`config.mk`:
```
export PLATFORM = sky130hd
export DESIGN_NAME = vga_sync_gen
export DESIGN_NICKNAME = d
export VERILOG_FILES = /design/src/rtl/vga_sync_gen.sv
export SDC_FILE = /design/constraint.sdc
export NUM_CORES = 1
export LEC_CHECK = 0
export CORE_ASPECT_RATIO = 1.1
export CORE_MARGIN = 1.5
export CORE_UTILIZATION = 30
export CTS_BUF_LIST = sky130_fd_sc_hd__clkbuf_8
export CTS_CLUSTER_DIAMETER = 200
export DETAILED_ROUTE_END_ITERATION = 6
export PLACE_DENSITY_LB_ADDON = 0.05
export SKIP_LAST_GASP = 1
export SLEW_MARGIN = 20
export SYNTH_ARGS = -nofsm -noshare
export SYNTH_HDL_FRONTEND = slang
export SYNTH_SLANG_ARGS = --single-unit
```
`constraint.sdc`:
```
create_clock -name clk -period 2.3 [get_ports clk]
set_input_delay 0.345 -clock clk [delete_from_list [all_inputs] [get_ports clk]]
set_output_delay 0.345 -clock clk [all_outputs]
set_load 0.02 [all_outputs]
```
`src/rtl/vga_sync_gen.sv`:
```
// vga_sync_gen: raster timing source for the VGA path.
// A pixel-rate divider paces two four-phase machines (horizontal and
// vertical). The raster counters, the sync/blank decodes and the frame
// tick/counter are all updated on the same clock edge. As a result, every
// output describes the position that is on hCount/vCount at that moment.
module vga_sync_gen #(
  parameter int CLK_DIV  = 4,
  parameter int H_SYNC   = 96,
  parameter int H_BACK   = 48,
  parameter int H_ACTIVE = 640,
  parameter int H_FRONT  = 16,
  parameter int V_SYNC   = 2,
  parameter int V_BACK   = 33,
  parameter int V_ACTIVE = 480,
  parameter int V_FRONT  = 10
) (
  input  logic        clk,
  input  logic        rst_l,
  output logic        pix_en,
  output logic [9:0]  hCount,
  output logic [9:0]  vCount,
  output logic        hSync,
  output logic        vSync,
  output logic        bright,
  output logic        frame_tick,
  output logic [15:0] frame_count
);

  localparam int H_TOTAL = H_SYNC + H_BACK + H_ACTIVE + H_FRONT;
  localparam int V_TOTAL = V_SYNC + V_BACK + V_ACTIVE + V_FRONT;

  // Last position of each phase. A phase hands over to the next phase on the
  // pixel that follows its last position.
  localparam logic [9:0] H_SYNC_LAST = 10'(H_SYNC - 1);
  localparam logic [9:0] H_BACK_LAST = 10'(H_SYNC + H_BACK - 1);
  localparam logic [9:0] H_ACT_LAST  = 10'(H_SYNC + H_BACK + H_ACTIVE - 1);
  localparam logic [9:0] H_LAST      = 10'(H_TOTAL - 1);
  localparam logic [9:0] V_SYNC_LAST = 10'(V_SYNC - 1);
  localparam logic [9:0] V_BACK_LAST = 10'(V_SYNC + V_BACK - 1);
  localparam logic [9:0] V_ACT_LAST  = 10'(V_SYNC + V_BACK + V_ACTIVE - 1);
  localparam logic [9:0] V_LAST      = 10'(V_TOTAL - 1);

  // The divider keeps at least one bit, so that CLK_DIV=1 still elaborates.
  // In that case the divider simply stays at 0 and ticks on every clock.
  localparam int               DIV_W    = (CLK_DIV > 1) ? $clog2(CLK_DIV) : 1;
  localparam logic [DIV_W-1:0] DIV_LAST = DIV_W'(CLK_DIV - 1);

  typedef enum logic [1:0] {
    H_SYNC_PH,
    H_BACK_PH,
    H_ACT_PH,
    H_FRONT_PH
  } h_phase_t;

  typedef enum logic [1:0] {
    V_SYNC_PH,
    V_BACK_PH,
    V_ACT_PH,
    V_FRONT_PH
  } v_phase_t;

  logic [DIV_W-1:0] div_cnt;
  logic             tick;

  h_phase_t         h_phase;
  h_phase_t         h_phase_next;
  v_phase_t         v_phase;
  v_phase_t         v_phase_next;
  logic [9:0]       h_count_next;
  logic [9:0]       v_count_next;
  logic             line_end;
  logic             frame_end;

  // Pixel strobe: this is the clock on which the whole raster advances by one pixel.
  assign tick = (div_cnt == DIV_LAST);

  // Pixel-rate divider: counts modulo CLK_DIV. pix_en is registered, so it is
  // high during the clock that shows the newly advanced position.
  always_ff @(posedge clk or negedge rst_l) begin
    if (!rst_l) begin
      div_cnt <= '0;
      pix_en  <= 1'b0;
    end else begin
      // NOTE: state registers use non-blocking assignments so that every
      // flop samples the pre-edge values, independent of statement order.
      div_cnt <= tick ? '0 : div_cnt + DIV_W'(1);
      pix_en  <= tick;
    end
  end

  // Next-state logic for both phase machines and both raster counters. The
  // vertical side moves only on the last pixel of a line.
  always_comb begin
    // NOTE: every signal is given a hold value before any branch, so that no
    // path can leave one unassigned and infer a latch.
    h_phase_next = h_phase;
    v_phase_next = v_phase;
    h_count_next = hCount;
    v_count_next = vCount;
    line_end     = 1'b0;
    frame_end    = 1'b0;

    if (tick) begin
      line_end     = (hCount == H_LAST);
      h_count_next = line_end ? 10'd0 : hCount + 10'd1;

      unique case (h_phase)
        H_SYNC_PH:  if (hCount == H_SYNC_LAST) h_phase_next = H_BACK_PH;
        H_BACK_PH:  if (hCount == H_BACK_LAST) h_phase_next = H_ACT_PH;
        H_ACT_PH:   if (hCount == H_ACT_LAST)  h_phase_next = H_FRONT_PH;
        H_FRONT_PH: if (line_end)              h_phase_next = H_SYNC_PH;
        default:                               h_phase_next = H_SYNC_PH;
      endcase

      if (line_end) begin
        frame_end    = (vCount == V_LAST);
        v_count_next = frame_end ? 10'd0 : vCount + 10'd1;

        unique case (v_phase)
          V_SYNC_PH:  if (vCount == V_SYNC_LAST) v_phase_next = V_BACK_PH;
          V_BACK_PH:  if (vCount == V_BACK_LAST) v_phase_next = V_ACT_PH;
          V_ACT_PH:   if (vCount == V_ACT_LAST)  v_phase_next = V_FRONT_PH;
          V_FRONT_PH: if (frame_end)             v_phase_next = V_SYNC_PH;
          default:                               v_phase_next = V_SYNC_PH;
        endcase
      end
    end
  end

  // Phase and counter registers. After reset the raster sits at (0,0), which
  // is inside the sync phase of both axes.
  always_ff @(posedge clk or negedge rst_l) begin
    if (!rst_l) begin
      h_phase <= H_SYNC_PH;
      v_phase <= V_SYNC_PH;
      hCount  <= 10'd0;
      vCount  <= 10'd0;
    end else begin
      h_phase <= h_phase_next;
      v_phase <= v_phase_next;
      hCount  <= h_count_next;
      vCount  <= v_count_next;
    end
  end

  // Registered decodes, taken from the next phase. This keeps them aligned
  // with the counter values that are loaded on the same edge.
  always_ff @(posedge clk or negedge rst_l) begin
    if (!rst_l) begin
      hSync  <= 1'b0;
      vSync  <= 1'b0;
      bright <= 1'b0;
    end else begin
      hSync  <= (h_phase_next != H_SYNC_PH);
      vSync  <= (v_phase_next != V_SYNC_PH);
      bright <= (h_phase_next == H_ACT_PH) && (v_phase_next == V_ACT_PH);
    end
  end

  // Frame tick and frame counter. Both fire on the edge that wraps vCount to
  // 0. The counter rolls over from 65535 to 0.
  always_ff @(posedge clk or negedge rst_l) begin
    if (!rst_l) begin
      frame_tick  <= 1'b0;
      frame_count <= 16'd0;
    end else begin
      frame_tick <= frame_end;
      if (frame_end) frame_count <= frame_count + 16'd1;
    end
  end

endmodule

```
# Word-level counts from Yosys, hierarchy flattened
# Index checks and enable logic that the tools add are counted.
word_totals:
  ramBits: 0
  register_bits: 47
  in_bits: 2
  output_inout_bits: 41
  latch_bits: 0
  n_memories: 0
  word_cells: 56
  mem_bits_ro: 0
classes:
  bitwise: 0
  shift: 0
  magnitude_cmp: 0
  n_eq_ne: 17
  reduce_logical: 6
  multipliers: 0
  mux: 18
  addsub: 4
  div: 0
ops:
  columns: ["operator", "count"]
  rows:
  - ["$eq A10 B10 Y1 const B", 4]
  - ["$mux W2", 12]
  - ["$add A10 B1 Y10 const B", 2]
  - ["$mux W10", 2]
  - ["$add A16 B1 Y16 const B", 1]
  - ["$pmux W2 S4", 2]
  - ["$eq A2 B2 Y1 const B", 7]
  - ["$eq A10 B1 Y1 const B", 1]
  - ["$eq A10 B6 Y1 const B", 1]
  - ["$eq A10 B7 Y1 const B", 1]
  - ["$eq A10 B8 Y1 const B", 1]
  - ["$eq A2 B1 Y1 const B", 2]
  - ["$logic_not A2 Y1", 2]
  - ["$reduce_bool A2 Y1", 2]
  - ["$add A2 B1 Y2 const B", 1]
  - ["$mux W1", 2]
  - ["$reduce_and A2 Y1", 1]
  - ["$logic_and A1 B1 Y1", 1]

# Logic depth before layout (Yosys ltp)
# Gate-level depths: netlist (run 1).
depth:
  word_depth: 7
  mapped_depth: 8
  ltp_nobuf: 8

# Worst setup path after synthesis (run 1)
# OpenSTA, ideal clock, no wires.
synth_timing:
  path_kind: "register -> register"
  startpoint: "register hCount[0]"
  endpoint: "register vCount[8]"
  path_stages_with_launch: 7
  setup_time_ns: 0.080
  synth_period_minus_slack_ns: 2.159
  t_arrival_ns: 2.079
  n_path_buf: 0
  setup_slack_ns: 0.141
  required_ns: 2.220
  path_cell_list: "dfrtp_1 ha_1 nand4_1 nand4b_1 nor4_1 and3_1 xor2_1"
synth_via:
  elab_chain_cells: 2
synth_rtl:
  columns: ["item", "line_no", "source"]
  rows:
  - ["start: declaration", "20", "output logic [9:0] hCount,"]
  - ["start signal: assignment", "141", "hCount <= h_count_next;"]
  - ["$eq A10 B10 Y1", "104", "line_end = (hCount == H_LAST);"]
  - ["$reduce_and A2 Y1 (no source line)", null, null]
  - ["end signal: assignment", "142", "vCount <= v_count_next;"]
  - ["end: declaration", "21", "output logic [9:0] vCount,"]
# No other way between the ends.
# A chain may end at the register's enable or synchronous reset.

# Worst setup path after layout (run 1)
layout_timing:
  startpoint: "register vCount[8]"
  endpoint: "register bright"
layout_via:
  elab_chain_cells: 7
  word_cells_on_any_way: 13
  classes_between: "5 x eq/ne; 7 x mux; 1 x reduce/logical"
layout_rtl:
  columns: ["item", "line_no", "source"]
  rows:
  - ["$eq A10 B10 Y1 (tied with other cells)", "116", "frame_end = (vCount == V_LAST);"]
  - ["$mux W2 (on tied branches)", null, null]
  - ["$pmux W2 S4 *", "119", "unique case (v_phase)"]
  - ["$mux W2 *", "115", "if (line_end) begin"]
  - ["$mux W2 *", "103", "if (tick) begin"]
  - ["$eq A2 B2 Y1 *", "156", "bright <= (h_phase_next == H_ACT_PH) && (v_phase_next == V_ACT_PH);"]
  - ["$logic_and A1 B1 Y1 *", "156", null]
  - ["end signal: assignment", "156", null]
  - ["end: declaration", "24", "output logic bright,"]
# Every way passes the cells marked *; elsewhere a longest branch is shown, timed or not.

==> metrics.txt, run 1 <==
Gate Count Post-Synth=about 220; clock root cell=clkbuf_8; Die X=between 80 and 90 µm; drt total wl=between 5 and 6 mm; Static Leak=between 1 and 1.5 nW; maximum VDD drop=between 200 and 250 µV; gpl congestion=roughly 0.73; DIE AREA=slightly above 8000 µm²; reg2reg start=vCount[8]; worst setup margin=approximately 0.17 ns; hold_buf cts=0; final core utilization=40.81%; leading cell type by number of instances after synthesis=dfrtp_1; max frequency=470.2 MHz; unrepaired setup endpoints after global routing=true; Simple-Gate Fraction of Synth Area=about a quarter; I/O Buffers=42; CTS Sinks=47; Num CTS Buffers=5; FF+latch count, synth=47; post-synthesis net count=228; synthesized cell area=between 2000 and 2500 µm²; vias post-DR=~1.8k; register area share after synthesis=between 50 and 60%; Clock Skew=just over 0.009 ns; arrival time at the worst endpoint=2.32 ns; DR WL/cell=between 10 and 15 µm; largest family of logic cells by synthesized area=simple AND/OR/NAND/NOR gates; Setup TNS=0 ns; ys async rst share=100.0%; HPWL Detailed=~3.8 mm; final setup violation count=0; Fillers=around 730; clk_lat worst skew=roughly 0.30 ns; mux cell area share after synthesis=less than 1%; Critical Path Fanout Max=5; R2R Path End=bright; post-synth top area share=about 51%; ant diodes=0; Tcrit/Tclk final=approximately 90%; vias in the first global route=1736; drc violations=0; CP endpoint=bright; Post-layout nets=about 290; Worst-path clk slew=~0.090 ns; Iter 0 DRT Violations=61; initial antenna violation count=0; Worst Hold Class=primary input to asynchronous set/reset pin; share of layout cells above drive strength 1=between 10% and 20%; row count=33; Critical Path RT=2.50 ns; Worst Max-Slew Pin Slew=around 0.56 ns; I/O Pins=between 40 and 50; crit path capture type=flop; biggest area consumer among synthesized cells=dfrtp_1; R2R cell count=6; post-synth cell types=41; Core Region=about 7400 µm²; Via density=between 4 and 5; global-route wire length before repair=between 8 and 9 mm; status=finished, final reports clean; yosys warns=0; Initial Util=a little under a third; dominant synthesized flop cell=dfrtp_1; die span in y=between 90 and 100 µm; Place WS=0.1515 ns; Slew HR=62.48%; synth top area cells=dfrtp_1 (51%), xnor2_1 (6.1%), xor2_1 (4.2%); TritonCTS clock tree=done; area grow syn2layout=32.17%; Hold Fails Final Rpt=0; Post-Synth Adder-Cell Area=roughly 3.8%; drt pass-1 iters=4; Post-synth EDFFs=0; Mean Syn Cell Area=roughly 10 µm²; H-Tree Depth=2; most common library cells after synthesis=dfrtp_1 (47), nand2_1 (24), xnor2_1 (16); Post-DRT Antenna Nets=0; largest net degree at the start of global routing=25; startpoint types=flop; CP Launch Point=vCount[8]; Overall Global Routing Usage=a little over an eighth; post-synthesis xor/xnor area fraction=about a tenth; Final Slew Violations=0; Clock Path Buffers=2; PD cells=438.1 nW/µm²; MaxCap Viol Count=0; minimum clock period=~2.1 ns; complex-gate fraction of the synthesized area=6.107%; reg-to-reg slack, setup=about 0.17 ns; GR Overflow Total=0; CP Class=flop to flop
==> logic make-up (layout without fill, tap and decap cells) <==
kind of cell	after synthesis	in the layout
xor+xnor	27	27
compound gates	22	22
fa+ha+maj	7	7
buf+inv	20	84
simple gates	94	94
flops	47	47
mux	2	2
==> layout make-up <==
| cell class | count | area (µm²) | area share [%] |
|---|---|---|---|
| Sequential cell | 47 | 1176 | 38.78 |
| Multi-Input combinational cell | 152 | 1045 | 34.45 |
| Timing Repair Buffer | 62 | 565.5 | 18.65 |
| Tap cell | 87 | 108.9 | 3.589 |
| Clock buffer | 5 | 68.82 | 2.269 |
| Inverter | 14 | 52.55 | 1.733 |
| Clock inverter | 3 | 16.27 | 0.5363 |
==> how the worst min path moves through the flow <==
stage	end	slack, ns	depth (start not counted)
6_report	hCount[5]	0.03	1
3_5_place_dp	hCount[9]	0.37	1
2_1_floorplan	bright	0.05	0
4_1_cts	hCount[9]	0.04	1
5_1_grt	hCount[5]	0.06	1
3_3_place_gp	hCount[5]	0.37	1
==> power by group <==
part	switching (mW)	total, mW	internal [mW]
registers	0	0.825	0.825
logic	0.0167	0.0195	0.00282
clock network	0.275	0.484	0.208
==> critical path, cell delays in order, from the launching register on <==
cell	delay [ns]
dfrtp_1	0.42
or4_1	0.56
buf_4	0.19
nor4_1	0.28
o21ai_0	0.17
a21oi_2	0.19
nor4bb_2	0.22
==> routing by layer <==
metal / wire [µm] / share of wire [%] / vias to the layer above / GRT usage, %
met5: 0 / 0 / - / 0
met2: 2424 / 48 / 27 / 21.74
met4: 74 / 1.5 / 0 / 4.839
li1: - / - / 898 / -
met1: 2452 / 48 / 837 / 17.29
met3: 147 / 2.9 / 5 / 3.059
==> repair_timing <==
action | in CTS | in global routing
resized for setup | 0 | 1
endpoints found under the hold margin | 0 | 0
setup buffers | 0 | 1
endpoints found under the setup margin | 0 | 3
==> cells in the final DEF (no fill, tap or decap), types with 2 or more instances in the layout <==
cell type / netlist / routed
nor2_1: 14 / 14
ha_1: 7 / 7
and4_1: 3 / 3
or4_1: 2 / 2
a41oi_1: 2 / 2
inv_1: 13 / 14
nand3_1: 10 / 10
xnor2_1: 16 / 16
clkbuf_8: 0 / 5
nand4b_1: 2 / 2
o21ai_0: 7 / 7
a31oi_1: 6 / 6
xor2_1: 11 / 11
nand2_1: 24 / 24
clkdlybuf4s50_1: 0 / 41
nor4_1: 5 / 5
buf_4: 0 / 20
mux2i_1: 2 / 2
nor3_1: 7 / 7
and3_1: 5 / 5
and2_1: 2 / 2
dfrtp_1: 47 / 47
or3_1: 2 / 2
nand4_1: 7 / 7
==> per-stage QoR <==
step	area, µm²	instances	power, mW	hold slack (ns)
global placement	2937	361	0.8635	0.3707
CTS	3022	369	1.363	0.03990
detailed placement	2937	361	0.8633	0.3727
floorplan	2295	219	0.8422	0.04941
global route	3033	370	1.394	0.06169
finish	3033	370	1.329	0.02612
==> sequential cells by signal (all words and copies together), names as in the netlist <==
signal,cells
bright,1
div_cnt,2
frame_count,16
frame_tick,1
hCount,10
hSync,1
h_phase,2
pix_en,1
vCount,10
vSync,1
v_phase,2
Power figures use the tool's default switching activity.
==> run 2, diff against run 1 <==
CORE_MARGIN = not set   (was 1.5)
==> metrics.txt, run 2 (synthesized netlist as in run 1, its figures left out) <==
Hold Fails Final Rpt=0 (unchanged); drc violations=0 (unchanged); R2R Path End=frame_count[13]; Tcrit/Tclk final=93.92% (+1.5 points); MaxCap Viol Count=0 (unchanged); overall power after layout=1.328 mW (about the same); DR WL/cell=14.03 µm (+1.9%); CP max-delay cell=or4_1; largest net degree at the start of global routing=21 (-16%); Final Slew Violations=0 (unchanged); worst setup margin=0.1399 ns (-0.03343 ns); unrepaired setup endpoints after global routing=false; die span in y=93.73 µm (-1.1%); minimum clock period=2.160 ns (+0.03343 ns); Die X=85.39 µm (-1.2%); most common cell after layout, fill and taps aside=dfrtp_1; DIE AREA=8003 µm² (-2.2%); vias in the first global route=1809 (+4.2%); Post-layout nets=294 (+1.0%); CP Class=flop to flop; area grow syn2layout=33.53%; Initial Util=30.88% (unchanged); Cells after DPL=364 (+0.83%); R2R cell count=6 (unchanged); crit path capture type=flop; TritonCTS clock tree=done; CP top delay family=simple AND/OR/NAND/NOR gates; PD cells=433.5 nW/µm² (-1.0%); Post-DP Area=2959 µm² (+0.77%); Top reg by flops=frame_count; ant diodes=0 (unchanged); Slew HR=74.78% (+12 points); Fillers=760 (+3.5%); multi-input logic area=1054 µm² (+0.84%); final core utilization=41.23% (+0.42 points); clk_lat worst skew=0.30 ns (about the same); clock share of power=36.3% (about the same); non-filler cells, final=373 (+0.81%); status=finished, final reports clean; Critical Path Fanout Max=8 (+3); register area=1177 µm² (+0.11%); CP Launch Point=vCount[4]; Worst Hold Class=flop to flop; reg-to-reg slack, setup=0.14 ns (-0.03 ns); Setup TNS=0 ns (unchanged); Largest regs=frame_count: 16 flops, hCount: 10 flops, vCount: 10 flops; Sw Share=22.12% (+0.14 points); Core Region=7432 µm² (unchanged); CP peak stage delay=0.56 ns (about the same); max reg flops=16 (unchanged); Num CTS Buffers=5 (unchanged); maximum VDD drop=204.8 µV (-2.3%); global-route wire length before repair=9.059 mm (+7.9%); vias post-DR=1821 (+3.1%); arrival time at the worst endpoint=2.39 ns (+0.07 ns); most frequent cells in the layout=dfrtp_1 (46), clkdlybuf4s50_1 (41), nand2_1 (24); cell-internal power=1.035 mW (-0.20%); Overall Global Routing Usage=14.57% (+1.2 points); HP Start=div_cnt[0]; final instance area=3064 µm² (+1.0%); I/O Buffers=42 (unchanged); Hold EP=div_cnt[0]; Via density=4.882 (+2.2%); worst hold margin=0.4282 ns (+0.4021 ns); Place WS=0.1195 ns (-0.03203 ns); GR Overflow Total=0 (unchanged); Logic pwr share=1.5% (about the same); Worst-path clk slew=0.09 ns (about the same); share of layout cells above drive strength 1=13.99% (+0.91 points); register share of total power=62.1% (about the same); reg2reg start=vCount[4]; # Post-CTS Setup Buffers=0 (unchanged); Iter 0 DRT Violations=90 (+48%); Worst Max-Slew Pin Slew=0.3770 ns (-0.1858 ns); gpl congestion=0.7376 (+0.70%); I/O Pins=43 (unchanged); Clock Path Buffers=2 (unchanged); crit-path cells=or4_1 > buf_4 > nor3_4 > nand3_4 > nor4_2 > xor2_1; drt total wl=5.235 mm (+2.7%); Static Leak=1.391 nW (+1.4%); Hold Path Depth=1; Clock Skew=0.01150 ns (+0.002356 ns); initial antenna violation count=0 (unchanged); H-Tree Depth=2 (unchanged); startpoint types=flop; HPWL Detailed=3.847 mm (+2.3%); row count=33 (unchanged); CP Buf/Inv Count=1 (unchanged); final setup violation count=0 (unchanged); Post-DRT Antenna Nets=0 (unchanged); max frequency=462.9 MHz (-1.5%); Critical Path RT=2.53 ns (+0.03 ns); sw power=293.8 µW (+0.62%); drt pass-1 iters=4 (unchanged); CTS Sinks=47 (unchanged); clock root cell=clkbuf_8
[run 2: cell types whose count changed in the layout (fill, tap and decap cells not counted), sizes merged]
| cell | previous run | this run |
|---|---|---|
| clkinvlp | 1 | 0 |
| buf | 21 | 23 |
| dlygate4sd3 | 0 | 1 |
| inv | 15 | 16 |
[run 2: worst max path at each step]
stage               depth (start not counted)  slack (ns)              end
floorplan                                   6        0.14        vCount[8]
detailed placement                          6        0.12  frame_count[13]
CTS                                         6        0.08  frame_count[13]
global placement                            6        0.11  frame_count[13]
global route                                6        0.02  frame_count[10]
finish                                      6        0.14  frame_count[13]
[run 2: per-layer routing]
layer	track usage, %	routed length, µm	vias up	part of all wire (%)
met4	5.833	110	0	2.1
met2	23.59	2492	43	48
li1	-	-	897	-
met1	19.10	2403	874	46
met5	0	0	-	0
met3	2.988	228	7	4.4
[run 2: repair_timing]
action	in CTS	in global routing
resized for setup	0	3
hold buffers	1	0
hold endpoints to repair	13	0
endpoints found under the setup margin	0	5
[run 2: cell type report]
type | instances | share of cell area (%)
multi-input combinational | 152 | 34.38
clock inverter | 3 | 0.4083
tap | 87 | 3.552
timing repair buffer | 65 | 19.27
clock buffer | 5 | 2.246
sequential | 47 | 38.42
inverter | 14 | 1.715
[run 2: power by group through the flow]
| stage | Combinational, mW | Sequential, mW | Clock [mW] |
|---|---|---|---|
| 2_1_floorplan | 0.000000452 | 0.842 | 0 |
| 3_3_place_gp | 0.0213 | 0.842 | 0 |
| 3_5_place_dp | 0.0210 | 0.842 | 0 |
| 4_1_cts | 0.0224 | 0.826 | 0.514 |
| 5_1_grt | 0.0252 | 0.826 | 0.540 |
| 6_report | 0.0203 | 0.825 | 0.483 |
==> run 3, diff against run 2 <==
CORE_UTILIZATION = 54   (was 30)
CTS_CLUSTER_DIAMETER = not set   (was 200)
clock period = 2.42 ns   (was 2.3 ns; I/O delays follow)
==> metrics.txt, run 3 (synthesized netlist as in run 1, its figures left out) <==
Die X=64.16 µm (-25%); Slew HR=70.98% (-3.8 points); DIE AREA=4515 µm² (-44%); Worst-path clk slew=0.09 ns (about the same); Final Slew Violations=0 (unchanged); worst setup margin=0.1286 ns (-0.01137 ns); crit-path cells=or4_1 > nor3_4 > nand2_1 > inv_2 > nand4_1 > xnor2_1; CP endpoint=frame_count[3]; Critical Path RT=2.62 ns (+0.09 ns); Setup TNS=0 ns (unchanged); hold_buf cts=0 (-1); register share of total power=52.8% (-9.3 points); Post-layout nets=281 (-4.4%); Iter 0 DRT Violations=155 (+72%); CP peak stage delay=0.71 ns (+0.15 ns); Post-DRT Antenna Nets=0 (unchanged); violated checks=hold timing; arrival time at the worst endpoint=2.49 ns (+0.10 ns); drt pass-1 iters=4 (unchanged); crit path capture type=flop; unrepaired setup endpoints after global routing=false; Largest regs=frame_count: 16 flops, hCount: 10 flops, vCount: 10 flops; Worst Hold Class=primary input to asynchronous set/reset pin; Clock Skew=0.008182 ns (-0.003314 ns); die span in y=70.37 µm (-25%); clock share of power=46.1% (+9.8 points); drc violations=0 (unchanged); I/O Pins=43 (unchanged); Sw Share=19.37% (-2.8 points); Logic pwr share=1.1% (-0.4 points); cell-internal power=1.198 mW (+16%); startpoint types=flop; CP max-delay cell=or4_1; Critical Path Fanout Max=8 (unchanged); Tcrit/Tclk final=94.69% (+0.77 points); Overall Global Routing Usage=22.89% (+8.3 points); H-Tree Depth=2 (unchanged); Core Region=4024 µm² (-46%); TritonCTS clock tree=done; PD cells=500.6 nW/µm² (+15%); Clock Path Buffers=2 (unchanged); MaxCap Viol Count=0 (unchanged); final setup violation count=0 (unchanged); vias post-DR=1829 (+0.44%); sw power=287.7 µW (-2.1%); global-route wire length before repair=7.983 mm (-12%); maximum VDD drop=348.7 µV (+70%); Hold Fails Final Rpt=19 (+19); status=complete, but fails checks; clock root cell=clkbuf_8; GR Overflow Total=0 (unchanged); CP Class=flop to flop; largest net degree at the start of global routing=29 (+38%); Initial Util=57.03% (+26 points); max frequency=436.4 MHz (-5.7%); minimum clock period=2.291 ns (+0.1314 ns); Via density=5.628 (+15%); Num CTS Buffers=5 (unchanged); reg-to-reg slack, setup=0.13 ns (about the same); Static Leak=1.337 nW (-3.9%); HPWL Detailed=3.225 mm (-16%); initial antenna violation count=0 (unchanged); drt total wl=4.836 mm (-7.6%); area grow syn2layout=29.33%; max reg flops=16 (unchanged); worst hold margin=-0.01739 ns (-0.4456 ns); vias in the first global route=1723 (-4.8%); CP Launch Point=vCount[4]; gpl congestion=0.7848 (+6.4%); most frequent cells in the layout=dfrtp_1 (47), clkdlybuf4s50_1 (41), nand2_1 (24); reg2reg start=vCount[4]; multi-input logic area=1047 µm² (-0.59%); Worst Max-Slew Pin Slew=0.4353 ns (+0.05824 ns); register area=1176 µm² (-0.11%); row count=24 (-27%); clk_lat worst skew=0.31 ns (about the same); R2R cell count=6 (unchanged); Fillers=295 (-61%); I/O Buffers=42 (unchanged); CTS Sinks=47 (unchanged); R2R Path End=frame_count[3]; share of layout cells above drive strength 1=10.26% (-3.7 points); DR WL/cell=14.88 µm (+6.0%); Top reg by flops=frame_count; ant diodes=0 (unchanged); Place WS=0.1010 ns (-0.01850 ns); most common cell after layout, fill and taps aside=dfrtp_1
## run 3: worst max-delay path: cells and delay by family (launching register included)
family,cells,cell delay (ns)
buffers and inverters,1,0.13
XOR/XNOR,1,0.14
AND/OR/NAND/NOR,4,1.47
flip-flops,1,0.44
## run 3: layout make-up
type / count / share of cell area, %
repair buffers: 52 / 16.53
multi-input cells: 152 / 35.29
clock buffers: 5 / 2.319
inverters: 14 / 1.771
well taps: 52 / 2.192
clock inverters: 3 / 2.277
flip-flops and latches: 47 / 39.63
## run 3: worst min path at each step
stage,depth (start not counted),from,slack (ns),to
3_3_place_gp,1,rst_l,0.32,hSync
4_1_cts,1,rst_l,0.002,vCount[3]
5_1_grt,1,rst_l,0.01,hSync
6_report,1,rst_l,-0.02,h_phase[1]
3_5_place_dp,1,rst_l,0.33,hSync
2_1_floorplan,0,rst_l,0.07,bright
## run 3: timing repair
item                       4_1_cts  5_1_grt
buffers inserted                 0        5
setup endpoints to repair        0        5
resized for setup                0        1
## run 3: routing by layer
metal / routed length [µm] / GRT usage (%) / vias up
met2: 2258 / 35.34 / 53
met4: 121 / 8.642 / 0
met3: 189 / 5.556 / 13
met5: 0 / 0 / -
li1: - / - / 866
met1: 2268 / 31.18 / 897
## run 3: stage by stage
| step | hold WS [ns] | power [mW] | instances | instance area, µm² | util, % |
|---|---|---|---|---|---|
| global route | 0.01480 | 1.530 | 325 | 2968 | 73.76 |
| detailed placement | 0.3315 | 0.8181 | 312 | 2788 | 69.28 |
| CTS | 0.001794 | 1.498 | 320 | 2924 | 72.67 |
| finish | -0.01739 | 1.486 | 325 | 2968 | 73.76 |
| floorplan | 0.06741 | 0.8005 | 219 | 2295 | - |
| global placement | 0.3211 | 0.8176 | 312 | 2788 | 69.28 |
## run 3: power by group through the flow
stage / clock [mW] / sequential (mW) / combinational, mW
final: 0.685 / 0.785 / 0.0164
after global routing: 0.725 / 0.785 / 0.0202
after CTS: 0.695 / 0.785 / 0.0178
after detailed placement: 0 / 0.800 / 0.0178
after global placement: 0 / 0.800 / 0.0174
after floorplan: 0 / 0.800 / 0.000000452
